`src/rtl/mem_boot_loader_pkg.sv`:
```
// Shared types for the boot loader: session states and stream target encodings.
package boot_pkg;

    typedef enum logic [2:0] {
        IDLE,
        LOAD,
        DRAIN,
        DONE,
        ERROR
    } boot_state_e;

    localparam logic TGT_IMEM = 1'b0;
    localparam logic TGT_DMEM = 1'b1;

endpackage

```
`src/rtl/mem_boot_loader_if.sv`:
```
// Valid/ready word stream feeding the boot loader; master is the host source.
interface mem_boot_loader_if #(
    parameter int unsigned DATA_W = 32
);
    logic              in_valid;
    logic              in_ready;
    logic [DATA_W-1:0] in_data;
    logic              in_target;
    logic              in_last;

    modport master (
        output in_valid, in_data, in_target, in_last,
        input  in_ready
    );

    modport slave (
        input  in_valid, in_data, in_target, in_last,
        output in_ready
    );
endinterface

```
`src/rtl/mem_boot_loader_wr_port.sv`:
```
// One auto-incrementing memory write port: pointer, overflow detect, registered write strobe.
module boot_wr_port #(
    parameter int unsigned DATA_W = 32,
    parameter int unsigned ADDR_W = 7,
    parameter int unsigned DEPTH  = 128
) (
    input  logic              clk,
    input  logic              rst_n,
    input  logic              clr_i,
    input  logic              acc_i,
    input  logic [DATA_W-1:0] data_i,
    output logic              we_o,
    output logic [ADDR_W-1:0] addr_o,
    output logic [DATA_W-1:0] wdata_o,
    output logic [ADDR_W:0]   count_o,
    output logic              full_o
);
    localparam logic [ADDR_W:0] DEPTH_C = (ADDR_W+1)'(DEPTH);

    logic              we_q;
    logic [ADDR_W-1:0] addr_q;
    logic [DATA_W-1:0] wdata_q;
    logic [ADDR_W:0]   ptr_q;
    logic [ADDR_W:0]   ptr_d;
    logic              write;

    assign full_o = (ptr_q >= DEPTH_C);
    assign write  = acc_i && !full_o;
    assign ptr_d  = ptr_q + 1'b1;

    // The pointer doubles as the written-word count, so count updates with the we pulse.
    always_ff @(posedge clk or negedge rst_n) begin
        if (!rst_n) begin
            we_q    <= 1'b0;
            addr_q  <= '0;
            wdata_q <= '0;
            ptr_q   <= '0;
        end else begin
            we_q <= write;
            if (clr_i) begin
                ptr_q <= '0;
            end else if (write) begin
                addr_q  <= ptr_q[ADDR_W-1:0];
                wdata_q <= data_i;
                ptr_q   <= ptr_d;
            end
        end
    end

    assign we_o    = we_q;
    assign addr_o  = addr_q;
    assign wdata_o = wdata_q;
    assign count_o = ptr_q;

endmodule

```
`src/rtl/mem_boot_loader.sv`:
```
// Streams a boot image into instruction/data memories, then releases the core via cpu_run.
module mem_boot_loader
    import boot_pkg::*;
#(
    parameter int unsigned DATA_W     = 32,
    parameter int unsigned ADDR_W     = 7,
    parameter int unsigned IMEM_DEPTH = 128,
    parameter int unsigned DMEM_DEPTH = 128
) (
    input  logic              clk,
    input  logic              rst_n,
    input  logic              start,
    mem_boot_loader_if.slave  stream,
    output logic [DATA_W-1:0] imem_wdata,
    output logic [ADDR_W-1:0] imem_addr,
    output logic              imem_we,
    output logic [DATA_W-1:0] dmem_wdata,
    output logic [ADDR_W-1:0] dmem_addr,
    output logic              dmem_we,
    output logic [ADDR_W:0]   imem_count,
    output logic [ADDR_W:0]   dmem_count,
    output logic              busy,
    output logic              cpu_run,
    output logic              err
);
    boot_state_e state_q;
    logic        busy_q;
    logic        cpu_run_q;
    logic        err_q;

    logic accept;
    logic acc_imem;
    logic acc_dmem;
    logic full_imem;
    logic full_dmem;
    logic overflow;
    logic session_clr;

    assign stream.in_ready = (state_q == LOAD);
    assign accept          = stream.in_ready && stream.in_valid;
    assign acc_imem        = accept && (stream.in_target == TGT_IMEM);
    assign acc_dmem        = accept && (stream.in_target == TGT_DMEM);
    assign overflow        = (acc_imem && full_imem) || (acc_dmem && full_dmem);
    assign session_clr     = start && (state_q == IDLE || state_q == DONE || state_q == ERROR);

    boot_wr_port #(.DATA_W(DATA_W), .ADDR_W(ADDR_W), .DEPTH(IMEM_DEPTH)) u_imem_port (
        .clk     (clk),
        .rst_n   (rst_n),
        .clr_i   (session_clr),
        .acc_i   (acc_imem),
        .data_i  (stream.in_data),
        .we_o    (imem_we),
        .addr_o  (imem_addr),
        .wdata_o (imem_wdata),
        .count_o (imem_count),
        .full_o  (full_imem)
    );

    boot_wr_port #(.DATA_W(DATA_W), .ADDR_W(ADDR_W), .DEPTH(DMEM_DEPTH)) u_dmem_port (
        .clk     (clk),
        .rst_n   (rst_n),
        .clr_i   (session_clr),
        .acc_i   (acc_dmem),
        .data_i  (stream.in_data),
        .we_o    (dmem_we),
        .addr_o  (dmem_addr),
        .wdata_o (dmem_wdata),
        .count_o (dmem_count),
        .full_o  (full_dmem)
    );

    // DRAIN covers the cycle of the final write pulse so cpu_run rises one cycle after it.
    always_ff @(posedge clk or negedge rst_n) begin
        if (!rst_n) begin
            state_q   <= IDLE;
            busy_q    <= 1'b0;
            cpu_run_q <= 1'b0;
            err_q     <= 1'b0;
        end else begin
            case (state_q)
                IDLE, DONE, ERROR: begin
                    if (start) begin
                        state_q   <= LOAD;
                        busy_q    <= 1'b1;
                        cpu_run_q <= 1'b0;
                        err_q     <= 1'b0;
                    end
                end
                LOAD: begin
                    if (overflow) begin
                        state_q <= ERROR;
                        busy_q  <= 1'b0;
                        err_q   <= 1'b1;
                    end else if (accept && stream.in_last) begin
                        state_q <= DRAIN;
                    end
                end
                DRAIN: begin
                    state_q   <= DONE;
                    busy_q    <= 1'b0;
                    cpu_run_q <= 1'b1;
                end
                default: begin
                    state_q <= IDLE;
                    busy_q  <= 1'b0;
                end
            endcase
        end
    end

    assign busy    = busy_q;
    assign cpu_run = cpu_run_q;
    assign err     = err_q;

endmodule
```
`src/flat_wrapper.sv`:
```
// flat-port wrapper written by rule: the top's interface ports become plain ports
module mem_boot_loader_flat import boot_pkg::*;
#(
    parameter int unsigned DATA_W     = 32,
    parameter int unsigned ADDR_W     = 7,
    parameter int unsigned IMEM_DEPTH = 128,
    parameter int unsigned DMEM_DEPTH = 128
)
  (clk, rst_n, start, imem_wdata, imem_addr, imem_we, dmem_wdata, dmem_addr, dmem_we, imem_count, dmem_count, busy, cpu_run, err, stream_in_valid, stream_in_data, stream_in_target, stream_in_last, stream_in_ready);
  mem_boot_loader_if #(.DATA_W(DATA_W)) stream_i ();
  input  logic clk;
  input  logic rst_n;
  input  logic start;
  output logic [DATA_W-1:0] imem_wdata;
  output logic [ADDR_W-1:0] imem_addr;
  output logic imem_we;
  output logic [DATA_W-1:0] dmem_wdata;
  output logic [ADDR_W-1:0] dmem_addr;
  output logic dmem_we;
  output logic [ADDR_W:0] imem_count;
  output logic [ADDR_W:0] dmem_count;
  output logic busy;
  output logic cpu_run;
  output logic err;
  input wire logic [$bits(stream_i.in_valid)-1:0] stream_in_valid;
  input wire logic [$bits(stream_i.in_data)-1:0] stream_in_data;
  input wire logic [$bits(stream_i.in_target)-1:0] stream_in_target;
  input wire logic [$bits(stream_i.in_last)-1:0] stream_in_last;
  output wire logic [$bits(stream_i.in_ready)-1:0] stream_in_ready;
  assign stream_i.in_valid = stream_in_valid;
  assign stream_i.in_data = stream_in_data;
  assign stream_i.in_target = stream_in_target;
  assign stream_i.in_last = stream_in_last;
  assign stream_in_ready = stream_i.in_ready;
  mem_boot_loader #(.DATA_W(DATA_W), .ADDR_W(ADDR_W), .IMEM_DEPTH(IMEM_DEPTH), .DMEM_DEPTH(DMEM_DEPTH)) u_core (.clk(clk), .rst_n(rst_n), .start(start), .stream(stream_i), .imem_wdata(imem_wdata), .imem_addr(imem_addr), .imem_we(imem_we), .dmem_wdata(dmem_wdata), .dmem_addr(dmem_addr), .dmem_we(dmem_we), .imem_count(imem_count), .dmem_count(dmem_count), .busy(busy), .cpu_run(cpu_run), .err(err));
endmodule
```
`config.mk`:
```
export PLATFORM = sky130hd
export DESIGN_NAME = mem_boot_loader_flat
export DESIGN_NICKNAME = d
export VERILOG_FILES = /design/src/rtl/mem_boot_loader_pkg.sv /design/src/rtl/mem_boot_loader_if.sv /design/src/rtl/mem_boot_loader_wr_port.sv /design/src/rtl/mem_boot_loader.sv /design/src/flat_wrapper.sv
export SDC_FILE = /design/constraint.sdc
export NUM_CORES = 1
export LEC_CHECK = 0
export CAP_MARGIN = 30
export CORE_MARGIN = 2
export CORE_UTILIZATION = 30
export DETAILED_ROUTE_END_ITERATION = 7
export GPL_TIMING_DRIVEN = 0
export HOLD_SLACK_MARGIN = 0.05
export PLACE_DENSITY = 0.61
export SETUP_SLACK_MARGIN = 0.05
export SLEW_MARGIN = 20
export SYNTH_ARGS = -nofsm -noshare
export SYNTH_HDL_FRONTEND = slang
export SYNTH_HIERARCHICAL = 1
export SYNTH_SLANG_ARGS = --single-unit
```
`constraint.sdc`:
```
create_clock -name clk -period 5.35 [get_ports clk]
set_input_delay 0.8025 -clock clk [delete_from_list [all_inputs] [get_ports clk]]
set_output_delay 0.8025 -clock clk [all_outputs]
set_load 0.03 [all_outputs]
```
==> results of run 1 <==
[final timing paths]
path / slack (ns) / startpoint / end
setup / recovery: 2.62 / stream_in_valid / u_core/u_imem_port/wdata_o[28]
hold reg to reg: 0.50 / u_core/u_imem_port/wdata_o[16] / u_core/u_imem_port/wdata_o[16]
setup reg to reg: 3.08 / u_core/state_q[2] / u_core/u_imem_port/wdata_o[28]
max in group asynchronous: 4.33 / rst_n / u_core/u_dmem_port/wdata_o[28]
min in group clk: 0.50 / u_core/u_imem_port/wdata_o[16] / u_core/u_imem_port/wdata_o[16]
hold / removal: 0.40 / rst_n / u_core/u_imem_port/wdata_o[12]
[metal layers]
metal	share of wire (%)	up-vias	wire [um]	GRT usage [%]
met4	2.3	0	232	6.534
li1	-	1317	-	-
met2	44	122	4391	20.84
met3	11	19	1119	5.996
met1	42	1407	4138	16.72
met5	0	-	0	0
[registers in the layout, summed over array words and instances, names as in the netlist, 3 cells and up]
| register | count |
|---|---|
| u_core/u_imem_port/wdata_o | 32 |
| u_core/state_q | 3 |
| u_core/u_imem_port/addr_o | 7 |
| u_core/u_dmem_port/addr_o | 7 |
| u_core/u_dmem_port/count_o | 8 |
| u_core/u_imem_port/count_o | 8 |
| u_core/u_dmem_port/wdata_o | 32 |
[kinds of logic (layout without fill, tap and decap cells)]
kind of cell	after synthesis	in the layout	share of synthesized area, %
adder cells (fa/ha/maj)	4	4	1.172
buffers and inverters	22	176	3.603
multiplexers	83	83	23.55
flip-flops	102	102	59.75
AO/OA/AOI/OAI	24	24	3.486
AND/OR/NAND/NOR	51	51	7.616
XOR/XNOR	4	4	0.8203
[critical path: stages]
cell,delay (ns)
clkdlybuf4s50_1,0.50
and4bb_1,0.25
nor2b_1,0.26
nor2b_4,0.25
nor2b_4,0.22
buf_6,0.20
buf_12,0.16
mux2_4,0.30
[layout make-up]
type	instances	area [um2]
multi-input cells	166	1565
fillers	1283	7715
flip-flops and latches	102	2552
repair buffers	138	1400
clock inverters	5	36.28
clock buffers	11	232.7
plain buffers	15	127.6
well taps	180	225.2
inverters	7	26.28
[cell usage in the layout (no fill, tap or decap), types with 5 or more instances in the layout]
master           synthesis  final
a21oi_1                  8      8
buf_4                    6      6
clkbuf_16                0      9
dfrtp_1                102    102
nor2_1                  16     16
o21ai_0                  7      7
nand2b_1                 5      5
mux2_4                  20     20
mux2_2                  60     60
clkdlybuf4s50_1          0    136
clkbuf_1                 4      6
inv_1                    7      7
[power by group through the flow]
| stage | logic, uW | clock network [uW] | registers (uW) |
|---|---|---|---|
| global route | 1900 | 658 | 1270 |
| global placement | 1800 | 0 | 1230 |
| CTS | 1820 | 626 | 1240 |
| finish | 1800 | 601 | 1230 |
| floorplan | 504 | 0 | 1790 |
| detailed placement | 1810 | 0 | 1240 |
[metrics by stage]
step	setup WS, ns	setup TNS, ns
4_1_cts	2.560	0
6_report	2.616	0
5_1_grt	2.489	0
3_5_place_dp	2.190	0
2_1_floorplan	3.083	0
3_3_place_gp	-0.3643	-36.36
[cells in the mapped netlist, types with 4 or more instances]
cell type and count:
mux2_4 20, o21ai_0 7, nor2b_4 4, mux2_2 60, ha_1 4, a21oi_1 8, inv_1 7, nand2_1 4
nand2b_1 5, nand4_1 4, buf_4 6, nor2_1 16, clkbuf_1 4, dfrtp_1 102, or3_1 4
==> flow_metrics.tcl, run 1 <==
set metrics [dict create \
    io_pins 138 \
    dp_cells 608 \
    synthToLayoutAreaGrowth_pct 44.35 \
    initial_core_util_pct 30.77 \
    insertion_delay_ns 0.35 \
    cts.clk_slew.worst_paths_ns 0.07 \
    grt_max_degree 54 \
    crit_type "in -> reg" \
    h-tree-depth 3 \
    ys_warn_count 6 \
    die_h_um 123.3 \
    fp.dieArea_mm2 0.01521 \
    dp_hpwl_um 6983 \
    p_switching_uw 1405 \
    track_usage_pct 13.73 \
    max_cap_viol_count 0 \
    yosysSeqAreaShare_pct 59.75 \
    placed_area_mm2 0.005897 \
    hold_viol_final 0 \
    hold_class "in -> async" \
    cts_hold_buf 0 \
    setup-violations-final 0 \
    avgSynthCellArea_um2 14.73 \
    switching_share_pct 38.71 \
    grt_pass1_vias 3013 \
    routed_via_density 4.591 \
    period_needed_ns 2.734 \
    syn_nets 332 \
    num_antenna_cells 0 \
    grt_pass1_wl_um 15860 \
    post-route-period-util_pct 51.10 \
    netlist_area_mm2 0.004272 \
    cts_resized 0 \
    hold_ws_ns 0.3981 \
    instances_no_fill 624 \
    tightest_slew_ns 0.6857 \
    p_int_uw 2225 \
    p_seq_share_pct 33.9 \
    synth_cells 290 \
    required_ns 5.58 \
    root_buffer "clkbuf_16" \
    ys_types 36 \
    r2r_cells 7 \
    synthArstFlopShare_pct 100.0 \
    slew_headroom_pct 54.19 \
    slew_viol_final 0 \
    path_max_fanout 10 \
    utilization_pct 44.42 \
    avgRoutedWirePerCell_um 15.83 \
    grt_overflow 0 \
    core_mm2 0.01388 \
    arrival_ns 2.96 \
    antenna_found_initial 0 \
    first_iter_violations 131 \
    antenna_left 0 \
    clkSinkCount 102 \
    numPortBuffers 137 \
    die_w_um 123.3 \
    totalWireLength_um 9881 \
    outcome "completed" \
    final_cell_area_mm2 0.006166 \
    synth_top_area_share_pct 59.75 \
    post_cts_buffers 0 \
    pwr_density_cell_mw_per_mm2 588.7 \
    crit_path_end_kind "flip-flop" \
    ir_worst_vdd_uv 341.5 \
    combPwrFrac_pct 49.6 \
    crit_path_start_kind "primary input" \
    firstDrtPassIters 4 \
    max_freq_ghz 0.3658 \
    cts_made_buffers 9 \
    via_count 2865 \
    clock_path_buffers 2 \
    clkPwrFrac_pct 16.6 \
    synth_top_area_cell "dfrtp_1" \
    drc 0 \
    gp_congestion 0.8691 \
    nNetsFinal 481 \
    finalPower_uw 3630 \
    synth_ff_type "dfrtp_1" \
    drive_above_1_share_pct 25.45 \
    cts_tree "built" \
    rsz0062_at_grt "false" \
    leakage_uw 0.002598 \
    synth_edf_count 0 \
    synth.area.top_cells "dfrtp_1, mux2_2, mux2_4" \
    ys_seq_elements 102 \
    core.rowCount 43 \
    skew_ns 0.003940 \
]
Note: power is estimated with default switching activity, not from simulation.
==> inputs of run 2 (changes only) <==
PLACE_DENSITY = 0.63   (was 0.61)
clock period = 2.5 ns   (was 5.35 ns; I/O delays follow)
==> run 2 against run 1 <==
First-iteration DRC count shrank 18%. Setup slack worse by 2.4 ns. Highest routed layer unchanged. Non-clock buffer count is 1 higher. Clock skew is 0.0017 ns higher.
==> flow_metrics.tcl, run 2 (synthesis gave the netlist of run 1 again) <==
set metrics [dict create \
    cts_tree "built" \
    switching_share_pct 37.01 \
    ir_worst_vdd_uv 758.9 \
    clock_path_buffers 2 \
    slew_headroom_pct 55.06 \
    drive_above_1_share_pct 25.90 \
    critPathMostFrequentCell "nor2b_4" \
    path_max_fanout 10 \
    drc 0 \
    initial_core_util_pct 30.77 \
    final_cell_area_mm2 0.006255 \
    tightest_slew_ns 0.6727 \
    insertion_delay_ns 0.35 \
    finalPower_uw 8082 \
    grt_pass1_vias 3076 \
    crit_type "in -> reg" \
    crit_path_start_kind "primary input" \
    nNetsFinal 482 \
    core_mm2 0.01388 \
    fillCellCount 1268 \
    p_seq_share_pct 32.6 \
    grt_pass1_wl_um 15190 \
    routed_via_density 4.582 \
    max_cap_viol_count 0 \
    post-route-period-util_pct 90.42 \
    cts.clk_slew.worst_paths_ns 0.07 \
    required_ns 2.73 \
    track_usage_pct 13.21 \
    combPwrFrac_pct 47.5 \
    skew_ns 0.005606 \
    clkPwrFrac_pct 19.9 \
    num_antenna_cells 0 \
    outcome "completed" \
    grt_max_degree 53 \
    fp.dieArea_mm2 0.01521 \
    antenna_left 0 \
    root_buffer "clkbuf_16" \
    max_freq_ghz 0.4424 \
    gp_congestion 0.7531 \
    crit_path_end_kind "flip-flop" \
    hold_ws_ns 0.5060 \
    p_int_uw 5091 \
    leakage_uw 0.002646 \
    hold_viol_final 0 \
    antenna_found_initial 0 \
    period_needed_ns 2.261 \
    synthToLayoutAreaGrowth_pct 46.43 \
    slew_viol_final 0 \
    cpPeakStageDelay_ns 0.51 \
    avgRoutedWirePerCell_um 15.28 \
    totalWireLength_um 9532 \
    firstDrtPassIters 4 \
    clkSinkCount 102 \
    rsz0062_at_grt "false" \
    layout_commonest_cell "clkdlybuf4s50_1" \
    die_h_um 123.3 \
    placed_area_mm2 0.005897 \
    pwr_density_cell_mw_per_mm2 1292 \
    via_count 2859 \
    dp_hpwl_um 6722 \
    hold_class "reg -> reg" \
    final_cell_mix "clkdlybuf4s50_1, dfrtp_1, mux2_2" \
    grt_overflow 0 \
    first_iter_violations 108 \
    die_w_um 123.3 \
    setup-violations-final 0 \
    path_cells "clkdlybuf4s50_1 -> and4bb_1 -> nor2b_2 -> nor2b_4 -> nor2b_4 -> buf_6 -> buf_12 -> mux2_4" \
    p_switching_uw 2991 \
    arrival_ns 2.49 \
    cts_made_buffers 9 \
    critPathSlowestCell "clkdlybuf4s50_1" \
    h-tree-depth 3 \
    core.rowCount 43 \
    io_pins 138 \
    numPortBuffers 137 \
]
==> run 2: cell count changes in the layout (fill, tap and decap cells not counted), sizes merged <==
cell,delta
bufinv,+3
clkinv,-2
clkinvlp,-2
clkbuf,-1
dlygate4sd3,+1
inv,+1
==> run 2: path summary, 6_finish.rpt <==
| kind | from | cells after the start | slack [ns] | to |
|---|---|---|---|---|
| setup reg to reg | u_core/state_q[2] | 7 | 0.29 | u_core/u_imem_port/wdata_o[28] |
| hold reg to reg | u_core/u_dmem_port/wdata_o[14] | 1 | 0.51 | u_core/u_dmem_port/wdata_o[14] |
| max in group asynchronous | rst_n | 3 | 1.33 | u_core/u_dmem_port/wdata_o[22] |
| setup / recovery | stream_in_valid | 8 | 0.24 | u_core/u_imem_port/wdata_o[28] |
| hold / removal | u_core/u_dmem_port/wdata_o[14] | 1 | 0.51 | u_core/u_dmem_port/wdata_o[14] |
| min in group asynchronous | rst_n | 2 | 0.53 | u_core/u_dmem_port/addr_o[0] |
==> run 2: power by group through the flow <==
stage	Sequential (uW)	Clock (uW)	Combinational (uW)
finish	2640	1610	3840
global route	2720	1720	4060
CTS	2650	1670	3890
detailed placement	2660	0	3870
global placement	2630	0	3840
floorplan	3830	0	1080
==> run 2: through the flow <==
step                      setup slack, ns  std cells  setup TNS [ns]  utilization [%]
after global routing               0.1318        624               0            45.06
after global placement             -2.865        607         -296.43            42.28
after floorplan                    0.5760        290               0                -
after CTS                          0.1260        624               0            45.04
after detailed placement          -0.2279        608          -6.308            42.48
final                              0.2395        624               0            45.06
==> run 2: final cells by class <==
type / instances / area (um2) / share of cell area (%)
inverters: 7 / 26.28 / 0.4201
well taps: 180 / 225.2 / 3.601
clock buffers: 10 / 239.0 / 3.821
multi-input cells: 166 / 1568 / 25.06
flip-flops and latches: 102 / 2552 / 40.81
clock inverters: 5 / 106.4 / 1.700
plain buffers: 15 / 127.6 / 2.040
repair buffers: 139 / 1410 / 22.54
==> run 2: metal layers <==
layer | track usage [%] | vias to the layer above | share of wire, %
li1 | - | 1322 | -
met1 | 15.46 | 1426 | 42
met2 | 20.95 | 100 | 48
met3 | 6.089 | 11 | 9.1
met4 | 5.398 | 0 | 1.6
met5 | 0 | - | 0
==> run 2: critical path: cells and delay by family <==
family        cells  cell delay (ns)
simple gates      4             0.93
buf+inv           3             0.88
mux               1             0.31
==> run 2: what timing repair did <==
action | 4_1_cts | 5_1_grt
hold buffers | 1 | 0
endpoints found under the setup margin | 0 | 10
setup buffers | 0 | 0
hold endpoints to repair | 50 | 0
gates resized for setup | 0 | 1
==> RTL change 1, RTL diff (flow settings as in run 1) <==
The 5 states of `boot_state_e` get a Gray code encoding in 3 bits.
--- a/src/rtl/mem_boot_loader_pkg.sv
+++ b/src/rtl/mem_boot_loader_pkg.sv
@@ -4,7 +4,7 @@
     typedef enum logic [2:0] {
-        IDLE,
-        LOAD,
-        DRAIN,
-        DONE,
-        ERROR
+        IDLE  = 3'b000,
+        LOAD  = 3'b001,
+        DRAIN = 3'b011,
+        DONE  = 3'b010,
+        ERROR = 3'b110
     } boot_state_e;
Formal check against the unedited RTL: no difference found for any inputs over 10 cycles, from zero or initial values and one cycle with rst_n low; not proved beyond that.
==> RTL change 1 against run 1 <==
  * Cell area up 0.39%
  * Setup slack better by 0.081 ns
  * Synthesized area down 0.47%
  * Power down 1.8%
  * Sequential share of layout area down 0.16 points
  * Sequential cell count unchanged
  * Routed wire length down 2.7%
  * Largest cell class unchanged
  * Highest routed layer unchanged
==> RTL change 1: results (changes against run 1) <==
[metrics] run status: finished, final reports clean
[metrics] YS warnings: 6 (unchanged)
[metrics] class of the tightest hold or removal check: in -> async
[metrics] First DRT Iteration DRCs: 57 (-56%)
[metrics] gpl congestion: 0.724 (-17%)
[metrics] antenna violations before repair: 0 (unchanged)
[metrics] Worst Reg-to-Reg Cells: 10 (+3)
[metrics] CP endpoint: stream_in_ready
[metrics] layout cell share with drive strength beyond 1: 26.2% (+0.79 points)
[metrics] R2R Setup Slk: 3.03 ns (-0.05 ns)
[metrics] drt total wl: 9620 µm (-2.7%)
[metrics] worst-case clock skew: 0.00635 ns (+0.00241 ns)
[metrics] most used flip-flop cell after synthesis: sky130_fd_sc_hd__dfrtp_1
[metrics] transition time at the pin with the least slew margin: 0.406 ns (-0.280 ns)
[metrics] top cells by count, synth: 102 x sky130_fd_sc_hd__dfrtp_1, 60 x sky130_fd_sc_hd__mux2_2, 21 x sky130_fd_sc_hd__mux2_4
[metrics] number of setup buffers added after CTS: 0 (unchanged)
[metrics] CTS clock-pin slew for the worst setup and hold paths: 0.06 ns
[metrics] synthesized net count: 330 (-0.60%)
[metrics] kind of critical path: reg -> out
[metrics] number of buffers created by CTS: 9 (unchanged)
[metrics] count of antenna diodes in the layout: 0 (unchanged)
[metrics] cell types with the largest area share after synthesis: sky130_fd_sc_hd__dfrtp_1 60%, sky130_fd_sc_hd__mux2_2 16%, sky130_fd_sc_hd__mux2_4 7.4%
[metrics] # resized after CTS: 0 (unchanged)
[metrics] number of buffers on the longest clock path: 2 (unchanged)
[metrics] static leakage: 2.64 nW (+1.6%)
[metrics] overall track demand over capacity in global routing: 13.5% (-0.26 points)
[metrics] Skew-Pair Late Insertion Delay: 0.35 ns (about the same)
[metrics] data arrival time of the critical path: 1.85 ns (-1.11 ns)
[metrics] number of nets in the finished design: 479 (-0.42%)
[metrics] number of detailed-routing iterations run before antenna repair: 4 (unchanged)
[metrics] asr flop ratio synth: 100% (unchanged)
[metrics] reg2reg start: u_core/state_q[0]$_DFFE_PN0P_
[metrics] half-perimeter wire length after detailed placement: 6790 µm (-2.8%)
[metrics] worst-case vdd ir drop: 0.328 mV (-4.1%)
[metrics] part of the Yosys area used for sequential elements: 60.0% (+0.28 points)
[metrics] H-tree depth: 3 (unchanged)
[metrics] count of distinct cell types in the synthesized netlist: 36 (unchanged)
[metrics] largest net degree at the start of global routing: 74 (+37%)
[metrics] quantity of I/O buffers inserted on ports: 137 (unchanged)
[metrics] via count of the first global-routing pass: 3095 (+2.7%)
[metrics] vias post-DR: 2815 (-1.7%)
[metrics] buffer type at the clock tree root: sky130_fd_sc_hd__clkbuf_16
[metrics] design internal power: 2.24 mW (+0.81%)
[metrics] highest net fanout along the worst path: 8 (-2)
[metrics] end of the worst register-to-register path: u_core/u_imem_port/addr_o[3]$_DFFE_PN0P_
[metrics] wire length of the first global-routing pass: 15700 µm (-1.1%)
## RTL change 1: worst max-delay path, stage by stage, from the launching register on
cell	delay, ns
sky130_fd_sc_hd__dfrtp_1	0.33
sky130_fd_sc_hd__clkbuf_2	0.18
sky130_fd_sc_hd__nand3_1	0.12
sky130_fd_sc_hd__inv_1	0.17
sky130_fd_sc_hd__clkdlybuf4s50_1	0.70
## RTL change 1: final cells by class
| cell class | instances | area (µm²) |
|---|---|---|
| Clock inverter | 2 | 38.8 |
| Timing Repair Buffer | 138 | 1400 |
| Fill cell | 1282 | 7690 |
| Clock buffer | 14 | 274 |
| Multi-Input combinational cell | 163 | 1540 |
| Tap cell | 180 | 225 |
| Buffer | 15 | 128 |
| Inverter | 8 | 30.0 |
| Sequential cell | 102 | 2550 |
## RTL change 1: logic make-up after synthesis
| group | synth area share, % |
|---|---|
| compound gates | 3.41 |
| simple gates | 7.06 |
| buf+inv | 3.71 |
| xor+xnor | 0.824 |
| mux | 23.8 |
| fa+ha+maj | 1.18 |
| flops | 60.0 |
## RTL change 1: routing by layer
metal	global-route usage [%]	wire length, µm	vias up
met5	0	0	-
met4	5.26	167	0
met3	6.13	835	11
met2	21.2	4680	89
met1	16.2	3930	1405
li1	-	-	1310
## RTL change 1: through the flow
step | util [%] | cell area (µm²) | setup slack (ns) | cells
2_1_floorplan | - | 4250 | 3.24 | 288
3_3_place_gp | 42.1 | 5850 | -0.350 | 605
3_5_place_dp | 42.3 | 5880 | 2.44 | 606
4_1_cts | 44.6 | 6190 | 2.67 | 622
5_1_grt | 44.6 | 6190 | 2.61 | 622
6_report | 44.6 | 6190 | 2.70 | 622
## RTL change 1: how the worst min path moves through the flow
stage	endpoint	slack, ns	cells past startpoint
6_report	u_core/u_dmem_port/wdata_o[27]$_DFFE_PN0P_	0.32	1
5_1_grt	u_core/u_dmem_port/wdata_o[27]$_DFFE_PN0P_	0.33	1
4_1_cts	u_core/u_dmem_port/wdata_o[27]$_DFFE_PN0P_	0.31	1
3_5_place_dp	u_core/u_dmem_port/wdata_o[29]$_DFFE_PN0P_	0.49	1
3_3_place_gp	u_core/u_dmem_port/wdata_o[20]$_DFFE_PN0P_	0.49	1
2_1_floorplan	u_core/busy$_DFFE_PN0P_	0.51	0
## RTL change 1: power groups by stage
stage | registers [mW] | logic (mW) | clock network, mW
global placement | 1.21 | 1.68 | 0
finish | 1.21 | 1.68 | 0.678
CTS | 1.22 | 1.70 | 0.709
detailed placement | 1.23 | 1.69 | 0
floorplan | 1.76 | 0.428 | 0
global route | 1.26 | 1.77 | 0.736
==> RTL change 2, RTL diff (flow settings as in run 1) <==
Made on the original files. `DATA_W` is set to 32 in 4 places; all go to 36.
--- a/src/rtl/mem_boot_loader_if.sv
+++ b/src/rtl/mem_boot_loader_if.sv
@@ -2,3 +2,3 @@
 interface mem_boot_loader_if #(
-    parameter int unsigned DATA_W = 32
+    parameter int unsigned DATA_W = 36
 );
--- a/src/rtl/mem_boot_loader_wr_port.sv
+++ b/src/rtl/mem_boot_loader_wr_port.sv
@@ -2,3 +2,3 @@
 module boot_wr_port #(
-    parameter int unsigned DATA_W = 32,
+    parameter int unsigned DATA_W = 36,
     parameter int unsigned ADDR_W = 7,
--- a/src/rtl/mem_boot_loader.sv
+++ b/src/rtl/mem_boot_loader.sv
@@ -4,3 +4,3 @@
 #(
-    parameter int unsigned DATA_W     = 32,
+    parameter int unsigned DATA_W     = 36,
     parameter int unsigned ADDR_W     = 7,
--- a/src/flat_wrapper.sv
+++ b/src/flat_wrapper.sv
@@ -3,3 +3,3 @@
 #(
-    parameter int unsigned DATA_W     = 32,
+    parameter int unsigned DATA_W     = 36,
     parameter int unsigned ADDR_W     = 7,
Interface: changed (resized dmem_wdata, imem_wdata and stream_in_data); port bits go from 138 to 150. The function was not compared with the original's and may differ.
==> RTL change 2 against run 1 <==
  * Sequential cell count is 8 higher
  * Setup slack improved by 0.12 ns
  * Cell area up 7.2%
  * Routed wire length is 4.3% higher
  * Register-to-register slack better by 0.17 ns
  * Sequential share of layout area is 0.25 points higher
  * Power increased by 12%
  * First-iteration DRC count is 32% lower
  * Synthesized area increased by 5.7%
  * Sequential power increased by 9%
  * Critical endpoint is now stream_in_ready
  * Highest routed layer unchanged
==> RTL change 2: results (changes against run 1) <==
[metrics] buffer count excluding the clock tree in the final layout: 164 (+7.2%)
[metrics] tightest hold margin: 0.407 ns (+0.00896 ns)
[metrics] sequential cell fraction of total power: 33.1% (-0.8 points)
[metrics] non-clock inverter total of the final layout: 9 (+2)
[metrics] worst-case clock skew: 0.00523 ns (+0.00129 ns)
[metrics] drt total wl: 10300 µm (+4.3%)
[metrics] worst-case vdd ir drop: 0.343 mV (+0.43%)
[metrics] cell count after placement: 642 (+5.6%)
[metrics] fill cell total of the finished layout: 1321 (+3.0%)
[metrics] synthesized net count: 354 (+6.6%)
[metrics] final-layout non-clock buffer area share: 24.8% (+0.039 points)
[metrics] number of standard cells after synthesis: 308 (+6.2%)
[metrics] fin cells: 659 (+5.6%)
[metrics] clk tree area frac: 5.11% (+0.75 points)
[metrics] share of cell area taken by multi-input logic gates: 24.4% (-0.95 points)
[metrics] signed area change from the synthesized netlist to the final layout: 46.4%
[metrics] First DRT Iteration DRCs: 89 (-32%)
[metrics] highest net fanout along the worst path: 6 (-4)
[metrics] met2 WL post-DR: 4790 µm (+9.0%)
[metrics] PnR worst setup slack: 2.74 ns (+0.121 ns)
[metrics] overall track demand over capacity in global routing: 13.2% (-0.54 points)
[metrics] Worst Reg-to-Reg Cells: 6 (-1)
[metrics] design internal power: 2.52 mW (+13%)
[metrics] run status: finished, final reports clean
[metrics] via count of the first global-routing pass: 3178 (+5.5%)
[metrics] largest net degree at the start of global routing: 58 (+7.4%)
[metrics] multi-input combinational gate total: 176 (+6.0%)
[metrics] Metal-1 WL: 4790 µm (+16%)
[metrics] clock buffer count: 9 (-2)
[metrics] number of register bits inferred by synthesis: 110 (+7.8%)
[metrics] half-perimeter wire length after detailed placement: 7360 µm (+5.4%)
[metrics] wire length of the first global-routing pass: 16500 µm (+4.4%)
[metrics] worst setup timing slack at the placement stage: 2.29 ns (+0.0955 ns)
[metrics] data arrival time of the critical path: 1.81 ns (-1.15 ns)
[metrics] Placed Area: 6260 µm² (+6.2%)
[metrics] critical path startpoint: u_core/state_q[2]$_DFFE_PN0P_
[metrics] top cells by count, synth: 110 x sky130_fd_sc_hd__dfrtp_1, 90 x sky130_fd_sc_hd__mux2_2, 14 x sky130_fd_sc_hd__nor2_1
[metrics] quantity of I/O buffers inserted on ports: 149 (+8.8%)
-- RTL change 2: cell count changes in the layout (fill, tap and decap cells not counted), sizes merged, moves of 3 or more --
cell and delta:
clkbuf -3, dfrtp +8, mux2 +10, bufinv +3, clkdlybuf4s50 +12, nand2 +4
-- RTL change 2: kinds of logic (layout without fill, tap and decap cells) --
logic type / after synthesis / count (layout) / synth area share [%]
flip-flops: 110 / 110 / 61.0
multiplexers: 91 / 91 / 22.7
AND/OR/NAND/NOR: 55 / 55 / 8.15
AO/OA/AOI/OAI: 22 / 22 / 3.08
buffers and inverters: 22 / 189 / 3.24
adder cells (fa/ha/maj): 4 / 4 / 1.11
XOR/XNOR: 4 / 4 / 0.776
-- RTL change 2: critical path: stages (launching register included) --
cell and delay, ns:
sky130_fd_sc_hd__dfrtp_1 0.44, sky130_fd_sc_hd__nand2b_1 0.22, sky130_fd_sc_hd__nor2_1 0.13, sky130_fd_sc_hd__clkdlybuf4s50_1 0.68
